$ cat config.mk
export PLATFORM = sky130hd
export DESIGN_NAME = nibble_serial_add_ctrl
export DESIGN_NICKNAME = d
export VERILOG_FILES = /design/src/rtl/nibble_serial_add_ctrl_pkg.sv /design/src/rtl/add_slice_4b.sv /design/src/rtl/nibble_serial_add_ctrl.sv
export SDC_FILE = /design/constraint.sdc
export NUM_CORES = 1
export LEC_CHECK = 0
export CORE_UTILIZATION = 55
export CTS_BUF_LIST = sky130_fd_sc_hd__clkbuf_8
export CTS_CLUSTER_SIZE = 12
export DETAILED_ROUTE_END_ITERATION = 7
export PLACE_DENSITY_LB_ADDON = 0.3
export SLEW_MARGIN = 20
export SYNTH_ARGS = -nofsm -noshare
export SYNTH_HDL_FRONTEND = slang
export SYNTH_SLANG_ARGS = --single-unit
$ cat constraint.sdc
create_clock -name clk -period 3 [get_ports clk]
set_clock_uncertainty 0.05 [all_clocks]
set_input_delay 0.6 -clock clk [delete_from_list [all_inputs] [get_ports clk]]
set_output_delay 0.6 -clock clk [all_outputs]
set_load 0.01 [all_outputs]
$ cat src/rtl/nibble_serial_add_ctrl_pkg.sv
`default_nettype none
// ============================================================================
// Module      : nibble_serial_add_ctrl_pkg
// Description : Shared definitions for the nibble-serial add/subtract
//               sequencer. These are the controller state encoding and the
//               slice (nibble) width.
// Revision    : 1.0 - initial release
// ============================================================================
package nibble_serial_add_ctrl_pkg;

    // Width of the time-shared adder slice.
    localparam int NIBW = 4;

    typedef enum logic [1:0] {
        ST_IDLE = 2'd0,
        ST_RUN  = 2'd1,
        ST_DONE = 2'd2
    } state_t;

endpackage
`default_nettype wire

$ cat src/rtl/add_slice_4b.sv
`default_nettype none
// ============================================================================
// Module      : add_slice_4b
// Description : Combinational 4-bit ripple-carry adder slice built from four
//               full adders.
//   a, b   [3:0] in  : addends
//   cin          in  : carry into bit 0
//   sum    [3:0] out : a + b + cin (low 4 bits)
//   cout         out : carry out of bit 3
//   c_msb        out : carry into bit 3 (used for signed overflow)
// Revision    : 1.0 - initial release
// ============================================================================
module add_slice_4b (
    input  logic [3:0] a,
    input  logic [3:0] b,
    input  logic       cin,
    output logic [3:0] sum,
    output logic       cout,
    output logic       c_msb
);

    // w_carry[i] is the carry into bit i; w_carry[4] is the slice carry out.
    logic [4:0] w_carry;

    assign w_carry[0] = cin;

    generate
        for (genvar gi = 0; gi < 4; gi++) begin : g_fa
            assign sum[gi]       = a[gi] ^ b[gi] ^ w_carry[gi];
            assign w_carry[gi+1] = (a[gi] & b[gi]) | (w_carry[gi] & (a[gi] ^ b[gi]));
        end
    endgenerate

    assign cout  = w_carry[4];
    assign c_msb = w_carry[3];

endmodule
`default_nettype wire

$ cat src/rtl/nibble_serial_add_ctrl.sv
`default_nettype none
// ============================================================================
// Module      : nibble_serial_add_ctrl
// Description : WIDTH-bit add/subtract sequencer. It time-shares one 4-bit
//               ripple-carry slice, processing one nibble per clock with the
//               LSB nibble first. The inter-nibble carry is held in a register.
//   clk          in  : rising-edge clock
//   rst_n        in  : asynchronous active-low reset
//   start        in  : request, accepted only while ready=1
//   sub          in  : 0 = a+b+cin, 1 = a-b (a+~b+1, cin ignored)
//   a, b [W-1:0] in  : operands, sampled on accept
//   cin          in  : add carry-in, sampled on accept
//   ready        out : high in IDLE
//   busy         out : high in RUN
//   done         out : one-cycle pulse when results update
//   sum  [W-1:0] out : registered result
//   cout         out : carry out of MSB (for sub, 1 = no borrow)
//   overflow     out : signed overflow of the full-width operation
// WIDTH must be a multiple of 4 and at least 8.
// Revision    : 1.0 - initial release
// ============================================================================
module nibble_serial_add_ctrl
    import nibble_serial_add_ctrl_pkg::*;
#(
    parameter int WIDTH = 16
) (
    input  logic             clk,
    input  logic             rst_n,
    input  logic             start,
    input  logic             sub,
    input  logic [WIDTH-1:0] a,
    input  logic [WIDTH-1:0] b,
    input  logic             cin,
    output logic             ready,
    output logic             busy,
    output logic             done,
    output logic [WIDTH-1:0] sum,
    output logic             cout,
    output logic             overflow
);

    localparam int NIB  = WIDTH / NIBW;
    localparam int IDXW = $clog2(NIB);
    localparam logic [IDXW-1:0] c_last_idx = IDXW'(NIB - 1);

    state_t                 r_state;
    logic [WIDTH-1:0]       r_a;      // shifted right one nibble per step
    logic [WIDTH-1:0]       r_b;      // already inverted for subtract
    logic                   r_carry;
    logic [IDXW-1:0]        r_idx;
    // Holds the lower NIB-1 result nibbles. The last nibble goes straight
    // from the slice into sum.
    logic [WIDTH-NIBW-1:0]  r_work;
    logic [WIDTH-1:0]       r_sum;
    logic                   r_cout;
    logic                   r_ovf;
    logic                   r_done;
    logic                   r_busy;
    logic                   r_ready;

    logic [NIBW-1:0]        w_s_sum;
    logic                   w_s_cout;
    logic                   w_s_cmsb;

    add_slice_4b u_slice (
        .a     (r_a[NIBW-1:0]),
        .b     (r_b[NIBW-1:0]),
        .cin   (r_carry),
        .sum   (w_s_sum),
        .cout  (w_s_cout),
        .c_msb (w_s_cmsb)
    );

    always_ff @(posedge clk or negedge rst_n) begin
        if (!rst_n) begin
            r_state <= ST_IDLE;
            r_a     <= '0;
            r_b     <= '0;
            r_carry <= 1'b0;
            r_idx   <= '0;
            r_work  <= '0;
            r_sum   <= '0;
            r_cout  <= 1'b0;
            r_ovf   <= 1'b0;
            r_done  <= 1'b0;
            r_busy  <= 1'b0;
            r_ready <= 1'b1;
        end else begin
            r_done <= 1'b0;
            case (r_state)
                ST_IDLE: begin
                    if (start) begin
                        r_a     <= a;
                        r_b     <= sub ? ~b : b;
                        r_carry <= sub ? 1'b1 : cin;
                        r_idx   <= '0;
                        r_state <= ST_RUN;
                        r_ready <= 1'b0;
                        r_busy  <= 1'b1;
                    end
                end
                ST_RUN: begin
                    r_a     <= r_a >> NIBW;
                    r_b     <= r_b >> NIBW;
                    r_carry <= w_s_cout;
                    if (r_idx == c_last_idx) begin
                        // Final nibble: publish the complete result at once.
                        r_sum   <= {w_s_sum, r_work};
                        r_cout  <= w_s_cout;
                        r_ovf   <= w_s_cmsb ^ w_s_cout;
                        r_done  <= 1'b1;
                        r_busy  <= 1'b0;
                        r_state <= ST_DONE;
                    end else begin
                        r_work[r_idx*NIBW +: NIBW] <= w_s_sum;
                        r_idx <= r_idx + 1'b1;
                    end
                end
                ST_DONE: begin
                    r_state <= ST_IDLE;
                    r_ready <= 1'b1;
                end
                default: begin
                    r_state <= ST_IDLE;
                    r_busy  <= 1'b0;
                    r_ready <= 1'b1;
                end
            endcase
        end
    end

    assign ready    = r_ready;
    assign busy     = r_busy;
    assign done     = r_done;
    assign sum      = r_sum;
    assign cout     = r_cout;
    assign overflow = r_ovf;

endmodule
`default_nettype wire

Word level (Yosys, flattened, before mapping)
Index checks and enable logic that the tools add are counted.
{"block": "op_classes", "n_mux": 22, "bitwise": 25, "n_div": 0, "eq_ne": 6, "addsub": 2, "magnitude_cmp": 0, "n_reduce_logical": 9, "multipliers": 0, "shift": 2}
{"cell": "case mux 16 bit (2 select lines)", "n": 2}
{"cell": "two-way mux 16 bit", "n": 3}
{"cell": "negator 4 -> 34 bit", "n": 1}
{"cell": "variable shift 4 x 34 -> 12 bit, first input constant", "n": 1}
{"cell": "variable part select 4 x 34 -> 12 bit", "n": 1}
{"cell": "NOT 16 bit", "n": 1}
{"cell": "bitwise mux 12 bit", "n": 1}
{"cell": "AND reduction 2 bit", "n": 5}
{"cell": "XOR 1 bit", "n": 9}
{"cell": "AND 1 bit", "n": 8}
{"cell": "two-way mux 2 bit", "n": 4}
{"cell": "case mux 2 bit (2 select lines)", "n": 2}
{"cell": "two-way mux 1 bit", "n": 7}
{"cell": "!= test 2 bit, second input constant", "n": 3}
{"cell": "AND reduction 3 bit", "n": 2}
{"cell": "== test 2 bit, second input constant", "n": 2}
{"cell": "OR 1 bit", "n": 4}
{"cell": "case mux 1 bit (2 select lines)", "n": 2}
{"cell": "NOT 1 bit", "n": 3}
{"cell": "case mux 1 bit (3 select lines)", "n": 1}
{"cell": "adder 2 x 1 -> 2 bit, second input constant", "n": 1}
{"cell": "== test 2 x 1 -> 1 bit, second input constant", "n": 1}
{"cell": "zero test 2 bit", "n": 1}
{"cell": "nonzero test 2 bit", "n": 1}
{"block": "totals", "mem_count": 0, "rom_bits": 0, "ramBits": 0, "ff_bits": 70, "latchBits": 0, "output_inout_bits": 21, "wordCells": 78, "in_bits": 37}

Logic depth before layout (Yosys ltp)
Gate-level depths: netlist of run 1.
{"block": "depth", "word_depth": 10, "depth_mapped": 10, "mapped_depth_nobuf": 10}

Hierarchy
From an unflattened synthesis of run 1, not the netlist that was laid out.
{"block": "unflattened", "cells_unflattened": 285, "hier_area_um2": 3273.1}
{"mod": "nibble_serial_add_ctrl", "seq_area_each_um2": 1752.9, "area_each_um2": 3163.0, "instances": 1, "cells_each": 273}
{"mod": "add_slice_4b", "seq_area_each_um2": 0.0, "area_each_um2": 110.1, "instances": 1, "cells_each": 12}

Worst setup path after synthesis of run 1
Ideal clock, no wire load.
{"block": "synth_timing", "path_kind": "register -> register", "startpoint": "reg r_a[0]", "endpoint": "reg r_sum[15] (netlist: sum[15])", "path_stages_with_launch": 10, "n_path_buf": 0, "arrival_time_ps": 2193, "required_time_ps": 2825, "setup_slack_ps": 632, "setup_ps": 125, "period_less_slack_ps": 2368, "path_cell_list": "dfrtp_1 inv_1 fa_1 inv_1 fa_1 inv_1 fa_1 inv_1 fa_1 mux2_2"}
{"block": "synth_via", "elab_chain_len": 8, "elab_cells_between_ends": 9, "classes_between": "9 x bitwise"}
{"element": "from (decl)", "line": "nibble_serial_add_ctrl.sv:47", "text": "logic [WIDTH-1:0] r_a;"}
{"element": "from (signal assigned)", "line": "nibble_serial_add_ctrl.sv:103", "text": "r_a <= r_a >> NIBW;"}
{"element": "XOR 1 bit", "line": "add_slice_4b.sv:30", "text": "assign w_carry[gi+1] = (a[gi] & b[gi]) | (w_carry[gi] & (a[gi] ^ b[gi]));"}
{"element": "AND 1 bit", "line": "add_slice_4b.sv:30"}
{"element": "OR 1 bit *", "line": "add_slice_4b.sv:30"}
{"element": "AND 1 bit *", "line": "add_slice_4b.sv:30"}
{"element": "OR 1 bit *", "line": "add_slice_4b.sv:30"}
{"element": "AND 1 bit *", "line": "add_slice_4b.sv:30"}
{"element": "OR 1 bit *", "line": "add_slice_4b.sv:30"}
{"element": "XOR 1 bit *", "line": "add_slice_4b.sv:29", "text": "assign sum[gi] = a[gi] ^ b[gi] ^ w_carry[gi];"}
{"element": "via u_slice.sum[3]", "line": "add_slice_4b.sv:17", "text": "output logic [3:0] sum,"}
{"element": "to (signal assigned)", "line": "nibble_serial_add_ctrl.sv:108", "text": "r_sum <= {w_s_sum, r_work};"}
{"element": "to (decl)", "line": "nibble_serial_add_ctrl.sv:54", "text": "logic [WIDTH-1:0] r_sum;"}
The timed path passes the listed nets; every way through them passes the cells marked *.
A chain may end at the register's enable or synchronous reset.

Final worst setup path of run 1
Ends and elaborated chain as after synthesis.

==> results of run 1 <==
cell type report:
class / count / area [um^2]
multi-input cells: 189 / 1399
well taps: 72 / 90.09
inverters: 14 / 52.55
repair buffers: 64 / 618.1
flip-flops and latches: 70 / 1753
clock inverters: 5 / 48.80
fillers: 425 / 1563
clock buffers: 11 / 151.4
registers in the layout, summed over array words and instances, names as in the netlist:
signal and flops:
sum 16, cout 1, r_carry 1, r_work 12, r_idx 2, r_a 16, ready 1, done 1
busy 1, r_state 2, r_b 16, overflow 1
critical path: stages, from the launching register on:
cell     delay (ns)
dfrtp_1        0.35
inv_1          0.06
fa_1           0.41
inv_1          0.07
fa_1           0.15
inv_1          0.05
fa_1           0.41
inv_1          0.09
fa_1           0.46
mux2_2         0.28
kinds of logic after synthesis:
logic type	after synthesis	share of synthesized area
buffers and inverters	34	0.05092
AO/OA/AOI/OAI	58	0.1320
AND/OR/NAND/NOR	77	0.1101
XOR/XNOR	17	0.04489
adder cells (fa/ha/maj)	9	0.04300
multiplexers	28	0.09053
flip-flops	70	0.5285
per-stage QoR:
stage	setup slack [ns]	hold slack (ns)
3_3_place_gp	0.5758	0.4086
5_1_grt	0.3699	0.4507
3_5_place_dp	0.5091	0.4218
4_1_cts	0.4946	0.4354
2_1_floorplan	0.6323	0.2544
6_report	0.4997	0.4051
worst max path at each step:
stage	to	slack, ns	cells past startpoint
global placement	sum[15]$_DFFE_PN0P_	0.58	9
global route	sum[15]$_DFFE_PN0P_	0.37	9
finish	sum[15]$_DFFE_PN0P_	0.50	9
floorplan	sum[15]$_DFFE_PN0P_	0.63	9
detailed placement	sum[15]$_DFFE_PN0P_	0.51	9
CTS	sum[15]$_DFFE_PN0P_	0.49	9
per-layer routing:
layer,part of all wire,vias to the layer above
li1,-,1112
met1,0.45,1123
met2,0.50,57
met3,0.034,8
met4,0.015,0
met5,0,-
synth_stat cells (3+ instances only):
library cell,number,area share
buf_4,3,0.0068
o21ai_0,21,0.032
mux2i_1,12,0.036
mux2_2,16,0.054
buf_2,6,0.0091
o221ai_1,5,0.013
inv_1,14,0.016
buf_6,3,0.010
dfrtp_1,69,0.52
fa_1,4,0.024
o21ai_1,3,0.0045
clkbuf_1,7,0.0079
o31ai_1,6,0.014
xnor2_1,16,0.042
ha_1,5,0.019
o221ai_2,5,0.023
nor3_1,3,0.0045
a22o_1,9,0.024
nand2_1,60,0.068
nor2_1,3,0.0034
power by group through the flow:
stage                     registers, mW  logic, mW  clock network [mW]
after global routing               1.61       1.92               0.820
after global placement             1.55       1.70                   0
after detailed placement           1.58       1.74                   0
final                              1.57       1.74               0.759
after floorplan                    1.56       1.20                   0
after CTS                          1.56       1.75               0.775
==> impl_results.md, run 1 <==
* Peak VDD IR at 0.4941 mV
* Leading cell type in the layout, fill and taps excluded: dfrtp_1
* Drt wl/cell at 14.48 um
* RSZ-0062 raised after global routing: no
* WS Path Type: reg -> reg
* Type of origin of the critical path: flop
* Post-Synthesis Cell Area at 3317 um^2
* Remaining Overflow, GRT at 0
* Worst Hold Class: in -> async
* Worst reg2reg path startpoint: r_a[0]$_DFFE_PN0P_
* DRC violations left at 0
* WP data required at 3.17 ns
* PnR Total Power at 4.064 mW
* PwrDens at 988.1 nW/um^2
* Cells after Synth at 293
* Clk slew on worst S/H paths at 0.07 ns
* Fin crit share at 0.8334
* Total CTS buffers at 9
* Via/cell ratio at 5.412
* Drt pass-1 iters at 4
* Internal power at 2.587 mW
* HPWL Detailed at 4198 um
* Worst reg2reg path depth at 9
* Layout cell share with drive strength beyond 1 at 0.1501
* CTS tree: built
* Pleak at 1.859 nW
* Seq pwr share at 0.385
* Top FF cell, synth: dfrtp_1
* Global-route usage over all layers at 0.2185
* Clock power share at 0.187
* Initial antenna violation count at 0
* Worst-Margin Slew at 0.8525 ns
* Max-cap violations at 0
* Die width at 79.66 um
* Status: finished, final reports clean
* Fin. Hold Viols at 0
* Most frequent cells in the layout: 69 x dfrtp_1, 60 x nand2_1, 56 x clkdlybuf4s50_1, 21 x o21ai_0
* R2R Setup Slk at 0.50 ns
* Standard-cell rows at 27
* Detailed Route WL at 6154 um
* Final core utilization at 0.7246
* R2R Path End: sum[15]$_DFFE_PN0P_
* Starting density of the core at 0.5844
* Die ar. at 6346 um^2
* Met1 usage at 0.2808
* Seq/Total Area, Yosys at 0.5285
* Switch Pwr at 1.477 mW
* Async S/R FF share, synth at 1.000
* Tmin final at 2.500 ns
* Fmax at 399.9 MHz
* Setup TNS at 0 ns
* CP Capture Type: flop
* Vias in the first global route at 2203
* Clk root buf: clkbuf_8
* Final setup viols at 0
* DR iter-0 viols at 150
* Routability congestion estimate at 0.7541
* Finished Layout Cells at 425
* Clock H-tree levels at 3
* Post-synth EDFFs at 0
* Io pins at 58
* Post-CTS Resized at 0
* # placed instances at 409
* Avg Synthesized Cell Area at 11.32 um^2
* Later-pin clock latency in the skew report at 0.34 ns
* Die height at 79.66 um
* Synthesis-to-layout area growth at 23.99%
* First-pass GRT wire length at 10330 um
* FF+latch count, synth at 70
* Crit path launch: r_a[0]$_DFFE_PN0P_
* Final Slew Violations at 0
* Nets@finish at 394
* Placed cell areas at 3913 um^2
* Clock Sinks at 70
* Sw frac at 0.3635
* CP arrival at 2.67 ns
* DRT antenna net count at 0
* # hold bufs at CTS at 0
* Ys Warns at 0
* Gr busiest metal: met2
* Combinational power share at 0.428
* Largest net degree at the start of global routing at 71
* CP Max Fanout at 4
* GR Util met2 at 0.3530
* Netlist cell types at 36
* Core area at 5675 um^2
* Clock Path Buffers at 2
* I/O Buffers at 57
* Diodes inserted at 0
* Setup bufs post-CTS at 0
* Slew headroom at 0.4317
* Vias at 2300
* Met3 global-route usage at 0.05143
* Net Count, Synth at 339
* Final instance area at 4113 um^2
(Power assumes the default switching activity.)
==> run 2: changes to the inputs <==
==> constraint.sdc (replaced) <==
create_clock -name clk -period 2.4 [get_ports clk]
set_clock_uncertainty 0.05 [all_clocks]
set_input_delay 0.48 -clock clk [delete_from_list [all_inputs] [get_ports clk]]
set_output_delay 0.48 -clock clk [all_outputs]
set_load 0.01 [all_outputs]
==> impl_results.md, run 2 (synthesis gave the netlist of run 1 again) <==
* PnR worst setup slack at 0.02854 ns (was 0.4997 ns)
* Setup crit end: sum[15]$_DFFE_PN0P_ (unchanged)
* I/O Buffers at 57 (unchanged)
* Finished Layout Cells at 429 (was 425)
* Most frequent cells in the layout: 69 x dfrtp_1, 60 x nand2_1, 56 x clkdlybuf4s50_1, 21 x o21ai_0, 16 x xnor2_1 (was 69 x dfrtp_1, 60 x nand2_1, 56 x clkdlybuf4s50_1, 21 x o21ai_0)
* Later-pin clock latency in the skew report at 0.34 ns (about the same)
* Remaining Overflow, GRT at 0 (unchanged)
* Worst-Margin Slew at 0.5187 ns (was 0.8525 ns)
* Worst Hold Class: in -> async (unchanged)
* Gr busiest metal: met2 (unchanged)
* Fmax at 421.7 MHz (was 399.9 MHz)
* CP Capture Type: flop (unchanged)
* Standard-cell rows at 27 (unchanged)
* Die width at 79.66 um (unchanged)
* RSZ-0062 raised after global routing: yes (was no)
* Final core utilization at 0.7372 (was 0.7246)
* Fin Hold WS at 0.09651 ns (was 0.4051 ns)
* HPWL Detailed at 4455 um (was 4198 um)
* First-pass GRT wire length at 11010 um (was 10330 um)
* Type of origin of the critical path: flop (unchanged)
* DRT antenna net count at 0 (unchanged)
* Worst reg2reg path startpoint: r_a[0]$_DFFE_PN0P_ (unchanged)
* Routability congestion estimate at 0.7828 (was 0.7541)
* Starting density of the core at 0.5844 (unchanged)
* Vias in the first global route at 2346 (was 2203)
* Core area at 5675 um^2 (unchanged)
* Total CTS buffers at 9 (unchanged)
* Met1 usage at 0.2995 (was 0.2808)
* Drt wl/cell at 14.99 um (was 14.48 um)
* Die ar. at 6346 um^2 (unchanged)
* DRC violations left at 0 (unchanged)
* Clock Sinks at 70 (unchanged)
* Fin crit share at 0.9881 (was 0.8334)
* Setup bufs post-CTS at 0 (unchanged)
* WP data required at 2.57 ns (was 3.17 ns)
* Peak VDD IR at 0.6596 mV (was 0.4941 mV)
* Placed cell areas at 3955 um^2 (was 3913 um^2)
* R2R Setup Slk at 0.03 ns (was 0.50 ns)
* CP arrival at 2.54 ns (was 2.67 ns)
* Detailed Route WL at 6432 um (was 6154 um)
* CTS tree: built (unchanged)
* Pleak at 1.887 nW (was 1.859 nW)
* Slew headroom at 0.6516 (was 0.4317)
* Tmin final at 2.371 ns (was 2.500 ns)
* Post-Place Worst Slack at -0.08156 ns (was 0.5091 ns)
* Vias at 2343 (was 2300)
* Met3 global-route usage at 0.04000 (was 0.05143)
* Layout cell share with drive strength beyond 1 at 0.1793 (was 0.1501)
* Status: finished, final reports clean (unchanged)
* Final instance area at 4184 um^2 (was 4113 um^2)
* R2R Path End: sum[15]$_DFFE_PN0P_ (unchanged)
* Drt pass-1 iters at 4 (unchanged)
* Initial antenna violation count at 0 (unchanged)
* Worst reg2reg path depth at 9 (unchanged)
* Die height at 79.66 um (unchanged)
* Final setup viols at 0 (unchanged)
* Max-cap violations at 0 (unchanged)
* PnR Total Power at 5.255 mW (was 4.064 mW)
* WS Path Type: reg -> reg (unchanged)
* Leading cell type in the layout, fill and taps excluded: dfrtp_1 (unchanged)
* DR iter-0 viols at 85 (was 150)
* # hold bufs at CTS at 0 (unchanged)
* Io pins at 58 (unchanged)
* Fin. Hold Viols at 0 (unchanged)
* Setup TNS at 0 ns (unchanged)
* Crit path launch: r_a[0]$_DFFE_PN0P_ (unchanged)
* PwrDens at 1256 nW/um^2 (was 988.1 nW/um^2)
* Clk slew on worst S/H paths at 0.07 ns (about the same)
* Diodes inserted at 0 (unchanged)
* CP Max Fanout at 4 (unchanged)
* Global-route usage over all layers at 0.2323 (was 0.2185)
* Nets@finish at 398 (was 394)
* Synthesis-to-layout area growth at 26.14% (was 23.99%)
* Clock Path Buffers at 2 (unchanged)
* Clk root buf: clkbuf_8 (unchanged)
* Final Slew Violations at 0 (unchanged)
* Via/cell ratio at 5.462 (was 5.412)
* GR Util met2 at 0.3846 (was 0.3530)
* Clock H-tree levels at 3 (unchanged)
* Largest net degree at the start of global routing at 71 (unchanged)
* # placed instances at 413 (was 409)
[run 2: cell count changes in the layout (fill, tap and decap cells not counted), moves of 3 or more]
cell,previous run,this run
inv_2,0,4
fa_2,0,4
fa_1,4,0
buf_4,7,10
inv_1,15,12
[run 2: repair_timing]
| item | 4_1_cts | 5_1_grt |
|---|---|---|
| pin swaps | 1 | 1 |
| resized for setup | 3 | 6 |
| hold endpoints to repair | 0 | 0 |
| setup endpoints to repair | 2 | 2 |
[run 2: worst min-delay path by stage]
stage,to,cells past startpoint,from
after floorplan,busy$_DFFE_PN0P_,0,rst_n
after global placement,r_work[10]$_DFFE_PN0P_,2,r_work[10]$_DFFE_PN0P_
after detailed placement,r_b[15]$_DFFE_PN0P_,2,r_b[15]$_DFFE_PN0P_
after CTS,sum[9]$_DFFE_PN0P_,2,rst_n
after global routing,cout$_DFFE_PN0P_,2,rst_n
final,sum[14]$_DFFE_PN0P_,2,rst_n
[run 2: critical path, cell delays in order, from the launching register on]
cell and delay, ns:
dfrtp_1 0.36, inv_2 0.05, fa_2 0.37, inv_2 0.06, fa_2 0.18, inv_2 0.04
fa_2 0.33, inv_2 0.06, fa_2 0.47, mux2_4 0.29
[run 2: power breakdown]
group          internal, mW  total (mW)  switching [mW]
Clock                 0.603        1.02           0.419
Sequential             1.65        1.96           0.317
Combinational          1.12        2.27            1.14
[run 2: area by class of cell]
class,instances,area [um^2]
Clock buffer,10,137.6
Clock inverter,6,77.57
Fill cell,410,1491
Inverter,14,52.55
Multi-Input combinational cell,189,1413
Sequential cell,70,1753
Tap cell,72,90.09
Timing Repair Buffer,68,660.6
[run 2: layer usage]
| metal | part of all wire | wire length, um |
|---|---|---|
| met2 | 0.51 | 3293 |
| met3 | 0.037 | 238 |
| met4 | 0.014 | 93 |
| met5 | 0 | 0 |
| met1 | 0.44 | 2808 |
